`src/rtl/memory_access_unit_if.sv`:
```
// External memory bus between the memory access unit (master) and the memory (slave).
interface memory_access_unit_if;
    logic [31:0] bus_addr;
    logic [31:0] bus_wdata;
    logic [3:0]  bus_be;
    logic        bus_we;
    logic        bus_req;
    logic [31:0] bus_rdata;
    logic        bus_ack;

    modport master (
        output bus_addr, bus_wdata, bus_be, bus_we, bus_req,
        input  bus_rdata, bus_ack
    );

    modport slave (
        input  bus_addr, bus_wdata, bus_be, bus_we, bus_req,
        output bus_rdata, bus_ack
    );
endinterface

```
`src/rtl/memory_access_unit.sv`:
```
// Runs one external bus transaction per request: byte/half/word loads and stores with
// little-endian lanes, alignment checks, wait states and a bounded ack timeout.
module memory_access_unit #(
    parameter int unsigned TIMEOUT = 16
) (
    input  logic                  clk,
    input  logic                  rst,
    input  logic [31:0]           mem_address,
    input  logic [31:0]           wdata,
    input  logic                  start,
    input  logic                  write,
    input  logic [1:0]            size,
    input  logic                  signed_load,
    memory_access_unit_if.master  bus,
    output logic [31:0]           rdata,
    output logic                  done,
    output logic                  abort,
    output logic                  busy
);
    localparam logic [0:0] S_IDLE   = 1'b0;
    localparam logic [0:0] S_ACCESS = 1'b1;
    localparam logic [7:0] CNT_LAST = 8'(TIMEOUT - 1);

    logic [0:0]  state_q, state_d;
    logic [7:0]  cnt_q, cnt_d;
    logic [1:0]  addr_lo_q, addr_lo_d;
    logic [1:0]  size_q, size_d;
    logic        signed_q, signed_d;
    logic [31:0] bus_addr_q, bus_addr_d;
    logic [31:0] bus_wdata_q, bus_wdata_d;
    logic [3:0]  bus_be_q, bus_be_d;
    logic        bus_we_q, bus_we_d;
    logic        bus_req_q, bus_req_d;
    logic [31:0] rdata_q, rdata_d;
    logic        done_q, done_d;
    logic        abort_q, abort_d;
    logic        busy_q, busy_d;
    logic        misaligned;

    function automatic logic [3:0] lane_enables(input logic [1:0] lo, input logic [1:0] sz);
        case (sz)
            2'b00:   lane_enables = 4'b0001 << lo;
            2'b01:   lane_enables = lo[1] ? 4'b1100 : 4'b0011;
            default: lane_enables = 4'b1111;
        endcase
    endfunction

    function automatic logic [31:0] lane_data(input logic [31:0] d, input logic [1:0] sz);
        case (sz)
            2'b00:   lane_data = {4{d[7:0]}};
            2'b01:   lane_data = {2{d[15:0]}};
            default: lane_data = d;
        endcase
    endfunction

    // Shift the addressed lane down to bit 0, then truncate and extend to the access size.
    function automatic logic [31:0] load_align(input logic [31:0] d, input logic [1:0] lo,
                                               input logic [1:0] sz, input logic sgn);
        logic [31:0] s;
        s = d >> {lo, 3'b000};
        case (sz)
            2'b00:   load_align = {{24{sgn & s[7]}}, s[7:0]};
            2'b01:   load_align = {{16{sgn & s[15]}}, s[15:0]};
            default: load_align = s;
        endcase
    endfunction

    always_comb begin
        misaligned = (size == 2'b11) ||
                     (size == 2'b01 && mem_address[0]) ||
                     (size == 2'b10 && mem_address[1:0] != 2'b00);
    end

    always_comb begin
        state_d     = state_q;
        cnt_d       = cnt_q;
        addr_lo_d   = addr_lo_q;
        size_d      = size_q;
        signed_d    = signed_q;
        bus_addr_d  = bus_addr_q;
        bus_wdata_d = bus_wdata_q;
        bus_be_d    = bus_be_q;
        bus_we_d    = bus_we_q;
        bus_req_d   = bus_req_q;
        rdata_d     = rdata_q;
        done_d      = 1'b0;
        abort_d     = 1'b0;
        busy_d      = busy_q;

        case (state_q)
            S_IDLE: begin
                if (start) begin
                    addr_lo_d = mem_address[1:0];
                    size_d    = size;
                    signed_d  = signed_load;
                    if (misaligned) begin
                        abort_d = 1'b1;
                    end else begin
                        state_d     = S_ACCESS;
                        cnt_d       = 8'd0;
                        bus_addr_d  = {mem_address[31:2], 2'b00};
                        bus_be_d    = lane_enables(mem_address[1:0], size);
                        bus_wdata_d = write ? lane_data(wdata, size) : 32'd0;
                        bus_we_d    = write;
                        bus_req_d   = 1'b1;
                        busy_d      = 1'b1;
                    end
                end
            end
            default: begin
                if (bus.bus_ack) begin
                    if (!bus_we_q)
                        rdata_d = load_align(bus.bus_rdata, addr_lo_q, size_q, signed_q);
                    state_d   = S_IDLE;
                    bus_req_d = 1'b0;
                    bus_we_d  = 1'b0;
                    bus_be_d  = 4'b0000;
                    busy_d    = 1'b0;
                    done_d    = 1'b1;
                end else if (cnt_q == CNT_LAST) begin
                    state_d   = S_IDLE;
                    bus_req_d = 1'b0;
                    bus_we_d  = 1'b0;
                    bus_be_d  = 4'b0000;
                    busy_d    = 1'b0;
                    abort_d   = 1'b1;
                end else begin
                    cnt_d = cnt_q + 8'd1;
                end
            end
        endcase
    end

    always_ff @(posedge clk or posedge rst) begin
        if (rst) begin
            state_q     <= S_IDLE;
            cnt_q       <= 8'd0;
            addr_lo_q   <= 2'b00;
            size_q      <= 2'b00;
            signed_q    <= 1'b0;
            bus_addr_q  <= 32'd0;
            bus_wdata_q <= 32'd0;
            bus_be_q    <= 4'b0000;
            bus_we_q    <= 1'b0;
            bus_req_q   <= 1'b0;
            rdata_q     <= 32'd0;
            done_q      <= 1'b0;
            abort_q     <= 1'b0;
            busy_q      <= 1'b0;
        end else begin
            state_q     <= state_d;
            cnt_q       <= cnt_d;
            addr_lo_q   <= addr_lo_d;
            size_q      <= size_d;
            signed_q    <= signed_d;
            bus_addr_q  <= bus_addr_d;
            bus_wdata_q <= bus_wdata_d;
            bus_be_q    <= bus_be_d;
            bus_we_q    <= bus_we_d;
            bus_req_q   <= bus_req_d;
            rdata_q     <= rdata_d;
            done_q      <= done_d;
            abort_q     <= abort_d;
            busy_q      <= busy_d;
        end
    end

    assign bus.bus_addr  = bus_addr_q;
    assign bus.bus_wdata = bus_wdata_q;
    assign bus.bus_be    = bus_be_q;
    assign bus.bus_we    = bus_we_q;
    assign bus.bus_req   = bus_req_q;
    assign rdata         = rdata_q;
    assign done          = done_q;
    assign abort         = abort_q;
    assign busy          = busy_q;
endmodule

```
`src/flat_wrapper.sv`:
```
// flat-port wrapper written by rule: the top's interface ports become plain ports
module memory_access_unit_flat 
#(
    parameter int unsigned TIMEOUT = 16
)
  (clk, rst, mem_address, wdata, start, write, size, signed_load, rdata, done, abort, busy, bus_bus_addr, bus_bus_wdata, bus_bus_be, bus_bus_we, bus_bus_req, bus_bus_rdata, bus_bus_ack);
  memory_access_unit_if bus_i ();
  input  logic clk;
  input  logic rst;
  input  logic [31:0] mem_address;
  input  logic [31:0] wdata;
  input  logic start;
  input  logic write;
  input  logic [1:0] size;
  input  logic signed_load;
  output logic [31:0] rdata;
  output logic done;
  output logic abort;
  output logic busy;
  output wire logic [$bits(bus_i.bus_addr)-1:0] bus_bus_addr;
  output wire logic [$bits(bus_i.bus_wdata)-1:0] bus_bus_wdata;
  output wire logic [$bits(bus_i.bus_be)-1:0] bus_bus_be;
  output wire logic [$bits(bus_i.bus_we)-1:0] bus_bus_we;
  output wire logic [$bits(bus_i.bus_req)-1:0] bus_bus_req;
  input wire logic [$bits(bus_i.bus_rdata)-1:0] bus_bus_rdata;
  input wire logic [$bits(bus_i.bus_ack)-1:0] bus_bus_ack;
  assign bus_bus_addr = bus_i.bus_addr;
  assign bus_bus_wdata = bus_i.bus_wdata;
  assign bus_bus_be = bus_i.bus_be;
  assign bus_bus_we = bus_i.bus_we;
  assign bus_bus_req = bus_i.bus_req;
  assign bus_i.bus_rdata = bus_bus_rdata;
  assign bus_i.bus_ack = bus_bus_ack;
  memory_access_unit #(.TIMEOUT(TIMEOUT)) u_core (.clk(clk), .rst(rst), .mem_address(mem_address), .wdata(wdata), .start(start), .write(write), .size(size), .signed_load(signed_load), .bus(bus_i), .rdata(rdata), .done(done), .abort(abort), .busy(busy));
endmodule
```
`config.mk`:
```
export PLATFORM = sky130hd
export DESIGN_NAME = memory_access_unit_flat
export DESIGN_NICKNAME = d
export VERILOG_FILES = /design/src/rtl/memory_access_unit_if.sv /design/src/rtl/memory_access_unit.sv /design/src/flat_wrapper.sv
export SDC_FILE = /design/constraint.sdc
export NUM_CORES = 1
export LEC_CHECK = 0
export BUFFER_PORTS_ARGS = -buffer_cell sky130_fd_sc_hd__buf_4
export CAP_MARGIN = 25
export CORE_AREA = 2 2 114 116
export CTS_CLUSTER_DIAMETER = 50
export DETAILED_ROUTE_END_ITERATION = 8
export DIE_AREA = 0 0 116 118
export PLACE_DENSITY_LB_ADDON = 0.3
export SYNTH_ARGS = -nofsm -noshare
export SYNTH_HDL_FRONTEND = slang
export SYNTH_SLANG_ARGS = --single-unit
```
`constraint.sdc`:
```
create_clock -name clk -period 3.65 [get_ports clk]
set_input_delay 0.365 -clock clk [delete_from_list [all_inputs] [get_ports clk]]
set_output_delay 0.365 -clock clk [all_outputs]
set_load 0.02 [all_outputs]
```
# [Yosys cells after proc, flatten, opt, wreduce, memory -nomap -nowiden]
# Index checks and enable logic that the tools add are counted.
[word_totals] regBits=116
[op_classes] n_shift=2 n_addsub=1 bitwise_logic=5 n_reduce_logical=13 n_eq_ne=9 n_mux=35
[op_table] operator="case mux 32 bit (2 select lines)" n=2
[op_table] operator="2-to-1 mux 8 bit" n=5
[op_table] operator="2-to-1 mux 32 bit" n=1
[op_table] operator=">> shifter 32 x 5 -> 32 bit" n=1
[op_table] operator="2-to-1 mux 4 bit" n=6
[op_table] operator="2-to-1 mux 1 bit" n=20
[op_table] operator="AND reduction 3 bit" n=3
[op_table] operator="adder 8 x 1 -> 8 bit (second input constant)" n=1
[op_table] operator="equality test 8 x 4 -> 1 bit (second input constant)" n=1
[op_table] operator="case mux 4 bit (2 select lines)" n=1
[op_table] operator="equality test 2 x 1 -> 1 bit (second input constant)" n=2
[op_table] operator="equality test 2 bit (second input constant)" n=2
[op_table] operator="zero test 2 bit" n=2
[op_table] operator="inequality test 2 bit (second input constant)" n=2
[op_table] operator="AND reduction 4 bit" n=1
[op_table] operator="nonzero test 2 bit" n=2
[op_table] operator="left shift 1 x 2 -> 4 bit (first input constant)" n=1
[op_table] operator="inequality test 3 bit (second input constant)" n=1
[op_table] operator="inverter 1 bit" n=3
[op_table] operator="AND 1 bit" n=2
[op_table] operator="logical AND 1 bit" n=2
[op_table] operator="logical OR 1 bit" n=2
[op_table] operator="inequality test 2 x 1 -> 1 bit (second input constant)" n=1
[op_table] operator="AND reduction 2 bit" n=1

# [Longest topological paths before layout]
[depth] depth_word=7 ltp_mapped=9 depth_no_buf=5

# [Worst setup path after synthesis]
# OpenSTA, ideal clock, no wires.
[synth_timing] kind="register to register" from="reg u_core.addr_lo_q[1]" to="reg u_core.rdata_q[16] (netlist: u_core.rdata[16])" path_slack_ps=1950 stages_incl_launch_ff=7 t_required_ps=3529 t_arrival_ps=1579 path_cell_list="dfrtp_1 > buf_6 > mux4_2 > o22ai_2 > o21ai_2 > buf_6 > o22a_1"
[synth_via] elab_chain_cells=3 elab_cells_between_ends=4 cone_classes="shift (1); mux (1); bitwise (2)"
[synth_rtl] element="from (decl)" line_no="memory_access_unit.sv:26" source="logic [1:0] addr_lo_q, addr_lo_d;"
[synth_rtl] element="from (signal assigned)" line_no="memory_access_unit.sv:153" source="addr_lo_q <= addr_lo_d;"
[synth_rtl] element=">> shifter 32 x 5 -> 32 bit (*)" line_no="memory_access_unit.sv:60" source="s = d >> {lo, 3'b000};"
[synth_rtl] element="AND 1 bit (on tied branches)" line_no="memory_access_unit.sv:63, memory_access_unit.sv:62"
[synth_rtl] element="case mux 32 bit (2 select lines) (*)" line_no="memory_access_unit.sv:61" source="case (sz)"
[synth_rtl] element="to (signal assigned)" line_no="memory_access_unit.sv:161" source="rdata_q <= rdata_d;"
[synth_rtl] element="to (decl)" line_no="memory_access_unit.sv:34" source="logic [31:0] rdata_q, rdata_d;"
# Mark *: on every way between the ends. The rest lies on a longest branch, timed or not.
# A chain may end at the register's enable or synchronous reset.

# [Worst setup path after layout]
[layout_timing] from="reg u_core.state_q" to="reg u_core.bus_wdata_q[17] (netlist: u_core.bus.bus_wdata[17])"
[layout_via] elab_chain_cells=2
[layout_rtl] element="from (decl)" line_no="memory_access_unit.sv:24" source="logic [0:0] state_q, state_d;"
[layout_rtl] element="from (signal assigned)" line_no="memory_access_unit.sv:151" source="state_q <= state_d;"
[layout_rtl] element="inverter 1 bit (no line)"
[layout_rtl] element="AND reduction 3 bit (no line)"
[layout_rtl] element="to (signal assigned)" line_no="memory_access_unit.sv:157" source="bus_wdata_q <= bus_wdata_d;"
[layout_rtl] element="to (decl)" line_no="memory_access_unit.sv:30" source="logic [31:0] bus_wdata_q, bus_wdata_d;"
# No other way between the ends.

==> results.sh <==
export IMPL_status="finished, final reports clean"
export IMPL_setup_viol=0
export IMPL_cp_slowest_cell="o21a_2"
export IMPL_clkSinkCount=116
export IMPL_final_cell_mix="buf_4, nand2_1, dfrtp_1"
export IMPL_slew_headroom=0.339
export IMPL_pin_count=209
export IMPL_syn_avg_cell_area_um2=9.56
export IMPL_grt_remaining_overflow=0
export IMPL_grt_pass1_vias=4947
export IMPL_timing_setup_tns_ns=0
export IMPL_grt_max_degree=74
export IMPL_first_pass_iters=4
export IMPL_crit_family="simple AND/OR/NAND/NOR gates"
export IMPL_row_count=41
export IMPL_comb_power_share=0.324
export IMPL_final_common_cell="buf_4"
export IMPL_ys_types=41
export IMPL_rsz0062_at_grt="no"
export IMPL_layout_setup_ws_ns=1.13
export IMPL_max_cap_viol_count=0
export IMPL_switching_share=0.331
export IMPL_cts_hold_buffers=0
export IMPL_grt_pass1_wl_um=24300
export IMPL_cts_buffers=17
export IMPL_clkTransAtPathRegs_ns=0.05
export IMPL_post_cts_resize_count=0
export IMPL_initial_utilization=0.444
export IMPL_synth_async_sr_flop_share=1.00
export IMPL_crit_type="reg -> reg"
export IMPL_vias=4841
export IMPL_p_clk_frac=0.322
export IMPL_final_max_slew_viol_count=0
export IMPL_final_util=0.625
export IMPL_p_sw_uw=1760
export IMPL_hp_class="in -> async"
export IMPL_post_drt_via_cell_ratio=5.08
export IMPL_worst_r2r_cell_count=5
export IMPL_synthCells=576
export IMPL_grt_total_usage=0.226
export IMPL_dieArea_mm2=0.0137
export IMPL_ys_ff_latch=116
export IMPL_diodes=0
export IMPL_cp_start_kind="register"
export IMPL_critPathMaxFanout=32
export IMPL_gp_congestion=0.864
export IMPL_grt_antenna_before_repair=0
export IMPL_seqPwrFrac=0.354
export IMPL_finalCriticalPeriod_ns=2.52
export IMPL_crit_required_ns=4.00
export IMPL_intPower_uw=3560
export IMPL_wl_per_cell_um=15.9
export IMPL_ys_flop_type="dfrtp_1"
export IMPL_cp_depth=5
export IMPL_finish_net_count=873
export IMPL_drc=0
export IMPL_cp_arrival_ns=2.86
export IMPL_cp_num_buf_inv=1
export IMPL_hold_viol_final=0
export IMPL_wl_um=15200
export IMPL_synth_edff_count=0
export IMPL_worstSetupEndpointType="register"
export IMPL_timing_hold_ws_ns=0.132
export IMPL_die_h_um=118
export IMPL_worstSkewPairLatency_ns=0.41
export IMPL_die_w_um=116
export IMPL_worst_slew_pin_slew_ns=0.991
export IMPL_post_cts_buffers=0
export IMPL_portBuffers=206
export IMPL_max_freq_mhz=397
export IMPL_path_cells="nor2b_1 -> o21a_2 -> buf_4 -> nand3_1 -> nand2_1"
export IMPL_p_leak_uw=0.00395
export IMPL_cts_buffer_depth=2
export IMPL_drive_gt1_frac=0.359
export IMPL_tritoncts="yes"
export IMPL_ys_seq_area_frac=0.527
export IMPL_synth_warnings=0
export IMPL_final_antenna_net_count=0
export IMPL_drtIter0Drc=432
export IMPL_peakVddDrop_v=0.000381
export IMPL_post_dp_hpwl_um=10800
export IMPL_area_delta_synth_final_pct=40.7
export IMPL_cts_max_level=4
export IMPL_post_place_ws_ns=1.17
export IMPL_finalCritPeriodShare=0.690
export IMPL_skew_ns=0.0101
export IMPL_power_density_mw_per_mm2=686
export IMPL_syn_area_mm2=0.00551
export IMPL_max_stage_delay_ns=0.68
export IMPL_coreArea_mm2=0.0124
export IMPL_cts_root_buf="clkbuf_16"
## per-stage QoR
| stage | area, um^2 | instances | total power (uW) |
|---|---|---|---|
| final | 7750 | 953 | 5320 |
| after global routing | 7750 | 953 | 5590 |
| after CTS | 7750 | 953 | 5370 |
| after detailed placement | 7140 | 921 | 3630 |
| after global placement | 7140 | 921 | 3590 |
| after floorplan | 5510 | 577 | 2840 |
## power groups by stage
stage          logic, uW  registers (uW)  clock network [uW]
2_1_floorplan        587            2250                   0
3_3_place_gp        1700            1890                   0
3_5_place_dp        1740            1900                   0
4_1_cts             1740            1880                1740
5_1_grt             1860            1930                1800
6_report            1720            1880                1710
## cell families (layout without fill, tap and decap cells)
kind of cell | Yosys count | after routing | synth area share
adders and majority gates | 1 | 1 | 0.00227
buffers and inverters | 44 | 248 | 0.0379
AOI/OAI and AO/OA | 89 | 89 | 0.112
muxes | 54 | 54 | 0.107
xor gates and xnor gates | 3 | 3 | 0.00477
DFF | 116 | 116 | 0.527
and+or+nand+nor | 268 | 268 | 0.208
other | 1 | 2 | 0.000681
## flip-flops by register name, indices dropped and copies added, names as in the netlist
name and cells:
u_core.bus.bus_addr 30, u_core.state_q 1, u_core.cnt_q 8, u_core.done 1
u_core.signed_q 1, u_core.addr_lo_q 2, u_core.bus.bus_req 1, u_core.size_q 2
u_core.rdata 32, u_core.bus.bus_we 1, u_core.bus.bus_be 4, u_core.bus.bus_wdata 32
u_core.abort 1
## routing by layer
layer	GRT usage	vias up	part of all wire
met5	0	-	0
li1	-	2334	-
met3	0.0639	25	0.070
met1	0.280	2312	0.42
met4	0.0856	0	0.022
met2	0.373	170	0.49
## synthesized netlist by cell type (4+ instances only)
cell type	number	share of area
nand2_1	164	0.11
dfrtp_1	116	0.53
nor2_1	32	0.022
mux2_2	29	0.059
nand3_1	29	0.026
mux2i_1	24	0.044
o21ai_0	20	0.018
a21oi_1	19	0.017
clkbuf_1	19	0.013
o22a_1	16	0.025
and2_1	15	0.017
buf_2	14	0.013
nor2b_1	10	0.011
o211ai_1	8	0.011
a211oi_1	7	0.0095
a21o_1	7	0.0095
nor3_1	5	0.0045
inv_1	4	0.0027
nand2b_1	4	0.0045
nor4_1	4	0.0045
## final cells by class
class | count | area, um^2
Timing Repair Buffer | 212 | 1590
Tap cell | 172 | 215
Multi-Input combinational cell | 417 | 2410
Clock inverter | 9 | 125
Clock buffer | 23 | 488
Sequential cell | 116 | 2900
Fill cell | 1048 | 4660
Inverter | 4 | 17.5
## final timing paths
kind	startpoint	to	slack, ns
max	u_core.state_q	u_core.bus.bus_wdata[17]	1.13
min	rst	u_core.rdata[22]	0.13
max reg2reg	u_core.state_q	u_core.bus.bus_wdata[17]	1.13
min reg2reg	u_core.bus.bus_wdata[5]	u_core.bus.bus_wdata[5]	0.47
max in group asynchronous	rst	u_core.bus.bus_addr[12]	2.62
min in group clk	mem_address[3]	u_core.bus.bus_addr[3]	0.14
No activity file was read; power rests on OpenSTA's default activity.
